## config.mk

```make
export PLATFORM = sky130hd
export DESIGN_NAME = cpu_decode_stage_flat
export DESIGN_NICKNAME = d
export VERILOG_FILES = /design/src/rtl/cpu_decode_if.sv /design/src/rtl/cpu_decode_stage.sv /design/src/flat_wrapper.sv
export SDC_FILE = /design/constraint.sdc
export NUM_CORES = 1
export LEC_CHECK = 0
export BUFFER_PORTS_ARGS = -buffer_cell sky130_fd_sc_hd__buf_2
export CORE_MARGIN = 4
export CORE_UTILIZATION = 61
export CTS_BUF_LIST = sky130_fd_sc_hd__clkbuf_2
export CTS_CLUSTER_SIZE = 30
export DETAILED_ROUTE_END_ITERATION = 16
export PLACE_DENSITY = 0.86
export REMOVE_ABC_BUFFERS = 1
export SLEW_MARGIN = 5
export SYNTH_ARGS = -nofsm -noshare
export SYNTH_HDL_FRONTEND = slang
export SYNTH_SLANG_ARGS = --single-unit
```

## constraint.sdc

```tcl
create_clock -name clk -period 3.5 [get_ports clk]
set_input_delay 0.175 -clock clk [delete_from_list [all_inputs] [get_ports clk]]
set_output_delay 0.175 -clock clk [all_outputs]
set_load 0.1 [all_outputs]
```

## src/rtl/cpu_decode_if.sv

```systemverilog
// Fetch-to-execute handshake bundle for the decode stage: instruction/PC in,
// decoded fields out. Both sides use plain valid/ready.
interface cpu_decode_if #(
  parameter int XLEN = 32
);
  logic            in_valid;
  logic            in_ready;
  logic [31:0]     in_instr;
  logic [XLEN-1:0] in_pc;

  logic            out_valid;
  logic            out_ready;
  logic [XLEN-1:0] out_pc;
  logic [6:0]      out_opcode;
  logic [4:0]      out_rd;
  logic [2:0]      out_funct3;
  logic [4:0]      out_rs1;
  logic [4:0]      out_rs2;
  logic [6:0]      out_funct7;
  logic [XLEN-1:0] out_imm;
  logic [3:0]      out_class;
  logic            out_illegal;

  modport master (
    output in_valid, in_instr, in_pc, out_ready,
    input  in_ready, out_valid, out_pc, out_opcode, out_rd, out_funct3,
           out_rs1, out_rs2, out_funct7, out_imm, out_class, out_illegal
  );

  modport slave (
    input  in_valid, in_instr, in_pc, out_ready,
    output in_ready, out_valid, out_pc, out_opcode, out_rd, out_funct3,
           out_rs1, out_rs2, out_funct7, out_imm, out_class, out_illegal
  );
endinterface

```

## src/rtl/cpu_decode_stage.sv

```systemverilog
// RISC-V decode stage: combinational decode of the incoming instruction into a
// two-entry (head + skid) registered buffer; outputs come straight from the head.
module cpu_decode_stage #(
  parameter int XLEN      = 32,
  parameter bit SUPPORT_M = 1'b0,
  parameter bit SUPPORT_F = 1'b0
) (
  input  logic         clk,
  input  logic         reset,
  input  logic         flush,
  cpu_decode_if.slave  bus,
  output logic [1:0]   dbg_state_o
);

  // Handshake rule: a transfer happens on a rising edge where valid && ready on
  // that side; flush and reset override both accept and drain.
  typedef enum logic [1:0] {
    S_EMPTY = 2'd0,
    S_HEAD  = 2'd1,
    S_FULL  = 2'd2
  } state_e;

  localparam logic [3:0] C_OP_IMM  = 4'd0;
  localparam logic [3:0] C_OP      = 4'd1;
  localparam logic [3:0] C_LUI     = 4'd2;
  localparam logic [3:0] C_AUIPC   = 4'd3;
  localparam logic [3:0] C_BRANCH  = 4'd4;
  localparam logic [3:0] C_JAL     = 4'd5;
  localparam logic [3:0] C_JALR    = 4'd6;
  localparam logic [3:0] C_LOAD    = 4'd7;
  localparam logic [3:0] C_STORE   = 4'd8;
  localparam logic [3:0] C_SYSTEM  = 4'd9;
  localparam logic [3:0] C_FENCE   = 4'd10;
  localparam logic [3:0] C_MULDIV  = 4'd11;
  localparam logic [3:0] C_FPU     = 4'd12;
  localparam logic [3:0] C_ILLEGAL = 4'd15;

  typedef struct packed {
    logic [XLEN-1:0] pc;
    logic [6:0]      opcode;
    logic [4:0]      rd;
    logic [2:0]      funct3;
    logic [4:0]      rs1;
    logic [4:0]      rs2;
    logic [6:0]      funct7;
    logic [XLEN-1:0] imm;
    logic [3:0]      cls;
  } entry_t;

  state_e     state_q, state_d;
  entry_t     head_q, head_d, skid_q, skid_d, dec;
  logic [31:0] ins;
  logic       is_word, is_shift, shift_legal, accept, drain, in_ready, out_valid;
  logic [XLEN-1:0] imm_i, imm_s, imm_b, imm_u, imm_j;

  assign ins   = bus.in_instr;
  assign imm_i = XLEN'($signed(ins[31:20]));
  assign imm_s = XLEN'($signed({ins[31:25], ins[11:7]}));
  assign imm_b = XLEN'($signed({ins[31], ins[7], ins[30:25], ins[11:8], 1'b0}));
  assign imm_u = XLEN'($signed({ins[31:12], 12'b0}));
  assign imm_j = XLEN'($signed({ins[31], ins[19:12], ins[20], ins[30:21], 1'b0}));

  always_comb begin
    dec         = '0;
    dec.pc      = bus.in_pc;
    dec.opcode  = ins[6:0];
    dec.rd      = ins[11:7];
    dec.funct3  = ins[14:12];
    dec.rs1     = ins[19:15];
    dec.rs2     = ins[24:20];
    dec.funct7  = ins[31:25];
    dec.cls     = C_ILLEGAL;
    is_word     = (ins[6:0] == 7'b0011011) || (ins[6:0] == 7'b0111011);
    is_shift    = (ins[14:12] == 3'b001) || (ins[14:12] == 3'b101);
    shift_legal = 1'b0;
    case (ins[6:0])
      7'b0000011: begin dec.cls = C_LOAD;   dec.imm = imm_i; end
      7'b0001111: begin dec.cls = C_FENCE;  dec.imm = imm_i; end
      7'b0010111: begin dec.cls = C_AUIPC;  dec.imm = imm_u; end
      7'b0110111: begin dec.cls = C_LUI;    dec.imm = imm_u; end
      7'b0100011: begin dec.cls = C_STORE;  dec.imm = imm_s; end
      7'b1100011: begin dec.cls = C_BRANCH; dec.imm = imm_b; end
      7'b1100111: begin dec.cls = C_JALR;   dec.imm = imm_i; end
      7'b1101111: begin dec.cls = C_JAL;    dec.imm = imm_j; end
      7'b1110011: begin dec.cls = C_SYSTEM; dec.imm = imm_i; end
      7'b1010011: dec.cls = SUPPORT_F ? C_FPU : C_ILLEGAL;
      7'b0010011, 7'b0011011: begin
        if (!(is_word && XLEN == 32)) begin
          dec.cls = C_OP_IMM;
          dec.imm = imm_i;
          if (is_shift) begin
            // RV64 non-word shifts carry a 6-bit shamt, leaving a funct6 check
            if (XLEN == 64 && !is_word) begin
              dec.imm     = XLEN'(ins[25:20]);
              shift_legal = (ins[31:26] == 6'b000000) ||
                            (ins[14:12] == 3'b101 && ins[31:26] == 6'b010000);
            end else begin
              dec.imm     = XLEN'(ins[24:20]);
              shift_legal = (ins[31:25] == 7'b0000000) ||
                            (ins[14:12] == 3'b101 && ins[31:25] == 7'b0100000);
            end
            if (!shift_legal) dec.cls = C_ILLEGAL;
          end
        end
      end
      7'b0110011, 7'b0111011: begin
        if (!(is_word && XLEN == 32)) begin
          if (ins[31:25] == 7'b0000001) dec.cls = SUPPORT_M ? C_MULDIV : C_ILLEGAL;
          else                          dec.cls = C_OP;
        end
      end
      default: dec.cls = C_ILLEGAL;
    endcase
  end

  assign in_ready  = (state_q != S_FULL) && !reset;
  assign out_valid = (state_q != S_EMPTY) && !reset;
  assign accept    = bus.in_valid && in_ready;
  assign drain     = out_valid && bus.out_ready;

  always_comb begin
    state_d = state_q;
    head_d  = head_q;
    skid_d  = skid_q;
    if (flush) begin
      state_d = S_EMPTY;
    end else begin
      case (state_q)
        S_EMPTY: if (accept) begin head_d = dec; state_d = S_HEAD; end
        S_HEAD: begin
          if (accept && drain)   head_d = dec;
          else if (accept)       begin skid_d = dec; state_d = S_FULL; end
          else if (drain)        state_d = S_EMPTY;
        end
        S_FULL: if (drain) begin head_d = skid_q; state_d = S_HEAD; end
        default: state_d = S_EMPTY;
      endcase
    end
  end

  always_ff @(posedge clk) begin
    if (reset) begin
      state_q <= S_EMPTY;
      head_q  <= '0;
      skid_q  <= '0;
    end else begin
      state_q <= state_d;
      head_q  <= head_d;
      skid_q  <= skid_d;
    end
  end

  assign bus.in_ready    = in_ready;
  assign bus.out_valid   = out_valid;
  assign bus.out_pc      = head_q.pc;
  assign bus.out_opcode  = head_q.opcode;
  assign bus.out_rd      = head_q.rd;
  assign bus.out_funct3  = head_q.funct3;
  assign bus.out_rs1     = head_q.rs1;
  assign bus.out_rs2     = head_q.rs2;
  assign bus.out_funct7  = head_q.funct7;
  assign bus.out_imm     = head_q.imm;
  assign bus.out_class   = head_q.cls;
  assign bus.out_illegal = (head_q.cls == C_ILLEGAL);
  assign dbg_state_o     = state_q;

endmodule

```

## src/flat_wrapper.sv

```systemverilog
// flat-port wrapper written by rule: the top's interface ports become plain ports
module cpu_decode_stage_flat 
#(
  parameter int XLEN      = 32,
  parameter bit SUPPORT_M = 1'b0,
  parameter bit SUPPORT_F = 1'b0
)
  (clk, reset, flush, dbg_state_o, bus_in_valid, bus_in_instr, bus_in_pc, bus_out_ready, bus_in_ready, bus_out_valid, bus_out_pc, bus_out_opcode, bus_out_rd, bus_out_funct3, bus_out_rs1, bus_out_rs2, bus_out_funct7, bus_out_imm, bus_out_class, bus_out_illegal);
  cpu_decode_if #(.XLEN(XLEN)) bus_i ();
  input  logic clk;
  input  logic reset;
  input  logic flush;
  output logic [1:0] dbg_state_o;
  input wire logic [$bits(bus_i.in_valid)-1:0] bus_in_valid;
  input wire logic [$bits(bus_i.in_instr)-1:0] bus_in_instr;
  input wire logic [$bits(bus_i.in_pc)-1:0] bus_in_pc;
  input wire logic [$bits(bus_i.out_ready)-1:0] bus_out_ready;
  output wire logic [$bits(bus_i.in_ready)-1:0] bus_in_ready;
  output wire logic [$bits(bus_i.out_valid)-1:0] bus_out_valid;
  output wire logic [$bits(bus_i.out_pc)-1:0] bus_out_pc;
  output wire logic [$bits(bus_i.out_opcode)-1:0] bus_out_opcode;
  output wire logic [$bits(bus_i.out_rd)-1:0] bus_out_rd;
  output wire logic [$bits(bus_i.out_funct3)-1:0] bus_out_funct3;
  output wire logic [$bits(bus_i.out_rs1)-1:0] bus_out_rs1;
  output wire logic [$bits(bus_i.out_rs2)-1:0] bus_out_rs2;
  output wire logic [$bits(bus_i.out_funct7)-1:0] bus_out_funct7;
  output wire logic [$bits(bus_i.out_imm)-1:0] bus_out_imm;
  output wire logic [$bits(bus_i.out_class)-1:0] bus_out_class;
  output wire logic [$bits(bus_i.out_illegal)-1:0] bus_out_illegal;
  assign bus_i.in_valid = bus_in_valid;
  assign bus_i.in_instr = bus_in_instr;
  assign bus_i.in_pc = bus_in_pc;
  assign bus_i.out_ready = bus_out_ready;
  assign bus_in_ready = bus_i.in_ready;
  assign bus_out_valid = bus_i.out_valid;
  assign bus_out_pc = bus_i.out_pc;
  assign bus_out_opcode = bus_i.out_opcode;
  assign bus_out_rd = bus_i.out_rd;
  assign bus_out_funct3 = bus_i.out_funct3;
  assign bus_out_rs1 = bus_i.out_rs1;
  assign bus_out_rs2 = bus_i.out_rs2;
  assign bus_out_funct7 = bus_i.out_funct7;
  assign bus_out_imm = bus_i.out_imm;
  assign bus_out_class = bus_i.out_class;
  assign bus_out_illegal = bus_i.out_illegal;
  cpu_decode_stage #(.XLEN(XLEN), .SUPPORT_M(SUPPORT_M), .SUPPORT_F(SUPPORT_F)) u_core (.clk(clk), .reset(reset), .flush(flush), .bus(bus_i), .dbg_state_o(dbg_state_o));
endmodule
```

== After elaboration in Yosys (flattened, before gate mapping) ==
Cells that the tools add are included.

* Equality and inequality tests: 26
* Muxes and demuxes: 20
* Bitwise logic cells: 2
* Reductions and logical operators: 22

{| class="wikitable"
|+ Operator list
! kind !! number
|-
| 2-to-1 mux 100 bit || 3
|-
| one-hot mux 100 bit (3 select lines) || 1
|-
| one-hot mux 32 bit (6 select lines) || 1
|-
| 2-to-1 mux 36 bit || 2
|-
| one-hot mux 4 bit (11 select lines) || 1
|-
| equality test 7 x 6 -> 1 bit (second input constant) || 5
|-
| equality test 7 bit (second input constant) || 4
|-
| equality test 7 x 5 -> 1 bit (second input constant) || 3
|-
| 2-to-1 mux 4 bit || 3
|-
| 2-to-1 mux 2 bit || 5
|-
| AND reduction 4 bit || 2
|-
| OR reduction 2 bit || 4
|-
| equality test 7 x 1 -> 1 bit (second input constant) || 1
|-
| equality test 7 x 2 -> 1 bit (second input constant) || 1
|-
| equality test 7 x 4 -> 1 bit (second input constant) || 1
|-
| zero test 7 bit || 1
|-
| logical AND 1 bit || 6
|-
| != test 2 x 1 -> 1 bit (second input constant) || 3
|-
| one-hot mux 2 bit (3 select lines) || 1
|-
| AND reduction 5 bit || 1
|-
| equality test 4 bit (second input constant) || 1
|-
| != test 2 bit (second input constant) || 2
|-
| OR reduction 4 bit || 1
|-
| equality test 3 x 1 -> 1 bit (second input constant) || 1
|-
| other kinds (11) || 16
|}

* Register bits: 202
* Input port bits: 69
* Output and inout bits: 105
* Logic and storage cells: 89

== Longest topological paths before layout ==
Gate-level depths: netlist of run 1.

* Depth after elaboration: 12
* Depth in mapped cells: 8

== Least setup slack after synthesis of run 1 ==
No wires, ideal clock.

* Path kind: reg-to-output
* Start point: register u_core.state_q[0] (netlist: u_core.dbg_state_o[0])
* End point: output bus_in_ready
* Data arrival time: 2.967 ns
* Data required time: 3.325 ns
* Setup slack: 0.358 ns
* Cell stages (with the launch flop): 5
* Buffers on the path: 2
* Cell sequence: dfxtp_1 nor2b_1 buf_2 buf_1 nor2_1

* Word-level cells in the longest chain between the ends: 2

{| class="wikitable"
|+ Ends and longest elaborated chain
! item !! RTL line !! source
|-
| start: declaration || cpu_decode_stage.sv:50 || <nowiki>state_e state_q, state_d;</nowiki>
|-
| start signal: assignment || cpu_decode_stage.sv:147 || <nowiki>state_q <= state_d;</nowiki>
|-
| != test 2 bit || cpu_decode_stage.sv:116 || <nowiki>assign in_ready = (state_q != S_FULL) && !reset;</nowiki>
|-
| logical AND 1 bit || cpu_decode_stage.sv:116 ||
|-
| end: declaration || flat_wrapper.sv:18 || <nowiki>output wire logic [$bits(bus_i.in_ready)-1:0] bus_in_ready;</nowiki>
|}

Every way passes these cells.

== Worst setup path in the final report of run 1 ==
* Start point: register u_core.state_q[1] (netlist: u_core.dbg_state_o[1])
* End point: output bus_in_ready

Same word-level chain as after synthesis.

==> results of run 1 <==
registers in the layout, indices dropped and copies added, names as in the netlist:
name	count
u_core.bus.out_class	4
u_core.bus.out_rs2	5
u_core.bus.out_opcode	7
u_core.bus.out_rs1	5
u_core.skid_q	100
u_core.bus.out_funct7	7
u_core.bus.out_imm	32
u_core.dbg_state_o	2
u_core.bus.out_pc	32
u_core.bus.out_rd	5
u_core.bus.out_funct3	3
area by class of cell:
cell class	count	area [µm²]	share of cell area, %
repair buffers	258	1720	16.2
multi-input cells	791	4260	40.1
flip-flops and latches	202	4040	38.1
inverters	3	11.3	0.106
clock buffers	64	320	3.02
clock inverters	11	41.3	0.389
well taps	180	225	2.12
cells in the mapped netlist, types with 2 or more instances:
cell type    n  area [µm²]
a211oi_1    14         105
a21boi_0     4        30.0
a21oi_1     95         475
a221oi_1    20         175
a311oi_1    90         788
a31oi_1      4        25.0
and2_1       2        12.5
and3_1       5        31.3
and3b_1      3        26.3
buf_1        6        22.5
buf_2       35         175
buf_4        6        45.0
clkbuf_1    54         203
dfxtp_1    202        4040
inv_1        2        7.51
mux2i_1     10         100
nand2_1    306        1150
nand2b_1    14        87.6
nand3_1     13        65.1
nand3b_1     8        60.1
nor2_1     110         413
nor2b_1     12        75.1
nor3_1       8        40.0
nor3b_1      4        30.0
nor4_1       2        12.5
nor4_2       2        25.0
o21a_1       3        22.5
o21ai_0     22         110
o22ai_1      5        31.3
o311ai_0     2        17.5
o31ai_1      2        15.0
or3_1        2        12.5
per-layer routing:
metal | wire, µm | vias up | track usage, %
met2 | 11500 | 380 | 47.9
met1 | 10300 | 4082 | 38.5
met4 | 695 | 0 | 11.8
met5 | 0 | - | 0
met3 | 1910 | 63 | 5.94
li1 | - | 4281 | -
how the worst max path moves through the flow:
stage,cells after the start,to,startpoint
after global routing,4,bus_in_ready,u_core.dbg_state_o[1]
after CTS,4,bus_in_ready,u_core.dbg_state_o[1]
final,4,bus_in_ready,u_core.dbg_state_o[1]
after detailed placement,6,u_core.bus.out_imm[31],reset
after floorplan,2,bus_in_ready,u_core.dbg_state_o[1]
after global placement,6,u_core.bus.out_imm[15],bus_in_instr[4]
cell families after synthesis:
group,count (synthesis),share of synthesized area [%]
flip-flops,202,46.3
XOR/XNOR,1,0.100
buffers and inverters,106,5.42
AO/OA/AOI/OAI,275,22.1
AND/OR/NAND/NOR,505,24.9
multiplexers,10,1.15
where the power goes:
group | leakage (nW) | internal, W | total, W | switching [W]
Clock | 0.286 | 0.000485 | 0.00137 | 0.000881
Combinational | 2.18 | 0.000211 | 0.000888 | 0.000677
Sequential | 1.64 | 0.00236 | 0.00240 | 0.0000363
Total | 4.11 | 0.00306 | 0.00465 | 0.00159
through the flow:
stage	hold WS (ns)	setup slack (ns)	power, W	std cells	TNS [ns]
6_report	0.201	0.646	0.00465	1509	0
5_1_grt	0.146	0.490	0.00487	1509	0
4_1_cts	0.154	0.635	0.00466	1509	0
3_5_place_dp	0.360	1.05	0.00327	1364	0
3_3_place_gp	0.370	1.18	0.00326	1364	0
2_1_floorplan	0.244	-2.64	0.00305	996	-172.38
repair_timing:
action | 4_1_cts | 5_1_grt
hold buffers | 70 | 0
gates resized for setup | 0 | 0
endpoints found under the hold margin | 201 | 0
critical path: cells and delay by family, from the launching register on:
family        cells  cell delay, ns
simple gates      2            0.74
flops             1            0.53
buf+inv           2            0.65
layout by cell type (no fill, tap or decap), types with 3 or more instances in the layout:
master and n:
nand2_1 306, dfxtp_1 202, buf_2 172, nor2_1 110, a21oi_1 95, a311oi_1 90
dlygate4sd3_1 70, clkbuf_2 64, o21ai_0 22, a221oi_1 20, a211oi_1 14, nand2b_1 13
nand3_1 12, buf_4 12, nor2b_1 11, mux2i_1 10, clkinv_1 10, nand3b_1 8
nor3_1 8, o22ai_1 5, and3_1 4, a21boi_0 4, a31oi_1 4, nor3b_1 4
and3b_1 3, o21a_1 3, buf_12 3
==> impl_metrics.py, run 1 <==
metrics = {
    "run_status": {
        "status": "finished, final reports clean",
    },
    "hold_path": {
        "whs_path_depth": 4,
        "worstHoldStart": "bus_in_pc[14]",
        "min_to": "u_core.skid_q[82]",
        "hp-class": "in2reg",
    },
    "grt": {
        "globalRoute.totalOverflow": 0,
        "grt_pass1_vias": 8385,
        "grtUsageTotal_pct": 29.5,
        "antenna_found_initial": 0,
        "grt_pass1_wl_mm": 40.4,
        "grt_max_degree": 79,
    },
    "yosys": {
        "synth_flop_cell": "dfxtp_1",
        "ys_warn_count": 0,
        "synth-edff-count": 0,
        "syn_area_mm2": 0.00873,
        "ys_seq_elements": 202,
        "avgSynthCellArea_um2": 7.95,
        "syn-instance-count": 1099,
        "synth_cell_types": 64,
        "async_flop_share_pct": 0,
        "synth-seq-area-share_pct": 46.3,
    },
    "placed_design": {
        "placed_cell_area_mm2": 0.00956,
        "port_buffers": 173,
        "gp_congestion": 0.888,
        "place_hpwl_mm": 14.2,
    },
    "final_layout": {
        "drive_gt1_share_pct": 20.5,
        "area_growth_pct": 21.6,
        "fin_util_pct": 76.2,
        "antennaDiodeCount": 0,
        "final_area_mm2": 0.0106,
        "fillCellCount": 1072,
        "final_nets": 1375,
    },
    "clock_network": {
        "path_clk_slew_ns": 0.09,
        "cts_tree": "done",
        "clock_latency_ns": 0.78,
        "cts_max_level": 2,
        "clockBufferDepth": 3,
        "cts.sinks": 202,
        "root_buffer": "clkbuf_2",
        "post-cts-setup-buffers": 0,
        "cts_buffers": 50,
    },
    "floorplan": {
        "placeableCoreArea_mm2": 0.0139,
        "start_util_pct": 62.7,
        "die_w_um": 128,
        "boundaryPins": 174,
        "die_h_um": 128,
        "fp.dieArea_mm2": 0.0163,
        "std_cell_rows": 43,
    },
    "power_and_ir_drop": {
        "p_per_area_mw_per_mm2": 438,
        "p_leak_nw": 4.11,
        "ir_worst_vdd_mv": 0.293,
    },
    "worst_setup_path": {
        "crit_arrival_ns": 2.68,
        "start_kind": "flip-flop",
        "rr_startpoint": "u_core.dbg_state_o[1]",
        "r2r_setup_slack_ns": 0.94,
        "rr_worst_depth": 6,
        "crit_chain": "nor2b_4 -> buf_4 -> nor2_1 -> buf_2",
        "crit_path_end_kind": "primary output",
        "worstSetupPathType": "reg2out",
        "critPathMaxStageDelay_ns": 0.69,
        "timing.rr.end": "u_core.skid_q[72]",
        "cpMaxStageDelayCell": "nor2b_4",
        "cp.required_ns": 3.32,
        "worstPathMaxFanout": 26,
    },
    "flow_run": {
        "cap_viol_max_count": 0,
    },
    "drt": {
        "vias_per_cell": 5.84,
        "wl_per_cell_um": 16.2,
        "dr.pass1.iters": 5,
        "drt_iter0_markers": 673,
        "vias": 8806,
        "wl_mm": 24.4,
        "drtAntennaViolNets": 0,
        "drc": 0,
    },
    "timing": {
        "drv_slew": 0,
        "fin_crit_ns": 2.85,
        "max_freq_mhz": 350,
        "relSlewSlack_pct": 26.1,
        "hold_viol_final": 0,
        "setup_viol": 0,
        "rsz0062_at_grt": "false",
        "fin_crit_sh_pct": 81.5,
        "worst_pin_slew_ns": 1.10,
        "final.setup_skew_ns": 0.0368,
    },
}
(Power assumes the default switching activity.)
==> run 2, diff against run 1 <==
CORE_UTILIZATION = 57   (was 61)
PLACE_DENSITY = 0.81   (was 0.86)
clock period = 2.86 ns   (was 3.5 ns; I/O delays follow)
==> impl_metrics.py, run 2 (synthesis gave the netlist of run 1 again) <==
metrics = {
    "placed_design": {
        "placed_cell_area_mm2": 0.00966,
        "pre_cts_ws_ns": 0.494,
        "dp.cells": 1376,
        "gp_congestion": 0.906,
        "port_buffers": 173,
        "place_hpwl_mm": 15.0,
    },
    "worst_setup_path": {
        "crit_path_end_kind": "primary output",
        "crit_arrival_ns": 2.45,
        "rr_worst_depth": 6,
        "worstPathMaxFanout": 15,
        "start_kind": "flip-flop",
        "worstSetupPathType": "reg2out",
        "cp.required_ns": 2.72,
    },
    "grt": {
        "grt_pass1_vias": 8643,
        "grt_max_degree": 136,
        "grt_pass1_wl_mm": 42.2,
        "globalRoute.totalOverflow": 0,
        "antenna_found_initial": 1,
        "grtUsageTotal_pct": 28.5,
    },
    "final_layout": {
        "drive_gt1_share_pct": 20.5,
        "final_area_mm2": 0.0111,
        "final_cells": 1558,
        "fillCellCount": 1120,
        "largest_register_ff_count": 100,
        "final_common_cell": "nand2_1",
        "top_register": "u_core.skid_q",
        "final_nets": 1413,
        "area_growth_pct": 26.6,
        "final_cell_mix": "306 x nand2_1, 202 x dfxtp_1, 172 x buf_2",
        "fin_util_pct": 74.9,
    },
    "floorplan": {
        "die_h_um": 132,
        "placeableCoreArea_mm2": 0.0148,
        "std_cell_rows": 44,
        "die_w_um": 132,
        "start_util_pct": 59.2,
        "fp.dieArea_mm2": 0.0174,
        "boundaryPins": 174,
    },
    "power_and_ir_drop": {
        "p_leak_nw": 4.38,
        "p_per_area_mw_per_mm2": 521,
        "switchingPower_w": 0.00201,
        "pwr-share-clk_pct": 29.9,
        "p_int_w": 0.00376,
        "sw_frac_of_total_pct": 34.8,
        "comb_power_share_pct": 19.2,
        "ir_worst_vdd_mv": 0.344,
        "seqPwrFrac_pct": 50.9,
    },
    "clock_network": {
        "root_buffer": "clkbuf_2",
        "path_clk_slew_ns": 0.11,
        "post-cts-setup-buffers": 0,
        "cts_max_level": 2,
        "cts.sinks": 202,
        "cts_buffers": 49,
        "cts_tree": "done",
        "clock_latency_ns": 0.81,
        "clockBufferDepth": 3,
    },
    "timing": {
        "setup_viol": 0,
        "drv_slew": 0,
        "layout_setup_ws_ns": 0.266,
        "max_freq_mhz": 386,
        "fin_crit_ns": 2.59,
        "fin_crit_sh_pct": 90.7,
        "final.setup_skew_ns": 0.0405,
        "relSlewSlack_pct": 24.0,
        "worst_pin_slew_ns": 1.14,
        "hold_viol_final": 0,
        "rsz0062_at_grt": "false",
    },
    "drt": {
        "drtAntennaViolNets": 0,
        "vias_per_cell": 5.83,
        "drc": 0,
        "dr.pass1.iters": 5,
        "drt_iter0_markers": 764,
        "wl_per_cell_um": 16.5,
        "vias": 9081,
        "wl_mm": 25.7,
    },
    "flow_run": {
        "cap_viol_max_count": 0,
    },
    "hold_path": {
        "hp-class": "in2reg",
        "whs_path_depth": 4,
    },
    "run_status": {
        "status": "finished, final reports clean",
    },
}
## run 2: changes by cell type in the layout (fill, tap and decap cells not counted), sizes merged
cell / change
buf: +8
clkinv: +5
clkbuf: -1
dlygate4sd3: +31
diode: +2
## run 2: path summary, 6_finish.rpt
path,from,to,slack (ns)
setup / recovery,u_core.dbg_state_o[1],bus_in_ready,0.27
hold / removal,bus_in_pc[2],u_core.bus.out_pc[2],0.16
setup reg to reg,u_core.dbg_state_o[0],u_core.skid_q[72],0.33
hold reg to reg,u_core.skid_q[41],u_core.skid_q[41],0.46
## run 2: area by class of cell
class                   count  area (µm²)  share of cell area [%]
flip-flops and latches    202        4040                    36.6
clock inverters            16        65.1                   0.588
diodes                      2        5.00                  0.0453
well taps                 184         230                    2.08
repair buffers            297        2130                    19.3
multi-input cells         791        4260                    38.5
clock buffers              63         315                    2.85
inverters                   3        11.3                   0.102
## run 2: metal layers
layer | global-route usage, % | up-vias | routed length, µm
met3 | 6.64 | 74 | 1890
li1 | - | 4377 | -
met1 | 37.2 | 4256 | 10900
met4 | 12.5 | 0 | 938
met2 | 45.6 | 374 | 11900
met5 | 0 | - | 0
## run 2: repair_timing
action | CTS | global route
gates resized for setup | 0 | 0
endpoints found under the setup margin | 0 | 0
endpoints found under the hold margin | 198 | 0
hold buffers | 101 | 0
## run 2: critical path, stage by stage (launching register included)
cell and delay (ns):
dfxtp_1 0.53, nor2b_4 0.44, buf_4 0.30, nor2_1 0.06, buf_2 0.32
## run 2: power by group through the flow
stage | clock network, W | logic (W) | registers (W)
2_1_floorplan | 0 | 0.000244 | 0.00349
3_3_place_gp | 0 | 0.00101 | 0.00299
3_5_place_dp | 0 | 0.00102 | 0.00300
4_1_cts | 0.00175 | 0.00109 | 0.00293
5_1_grt | 0.00189 | 0.00116 | 0.00294
6_report | 0.00172 | 0.00111 | 0.00293
## run 2: through the flow
| step | hold WS, ns | power [W] | setup TNS [ns] |
|---|---|---|---|
| global placement | 0.323 | 0.00400 | 0 |
| detailed placement | 0.331 | 0.00401 | 0 |
| global route | 0.110 | 0.00600 | 0 |
| CTS | 0.110 | 0.00577 | 0 |
| floorplan | 0.212 | 0.00373 | -301.41 |
| finish | 0.156 | 0.00576 | 0 |
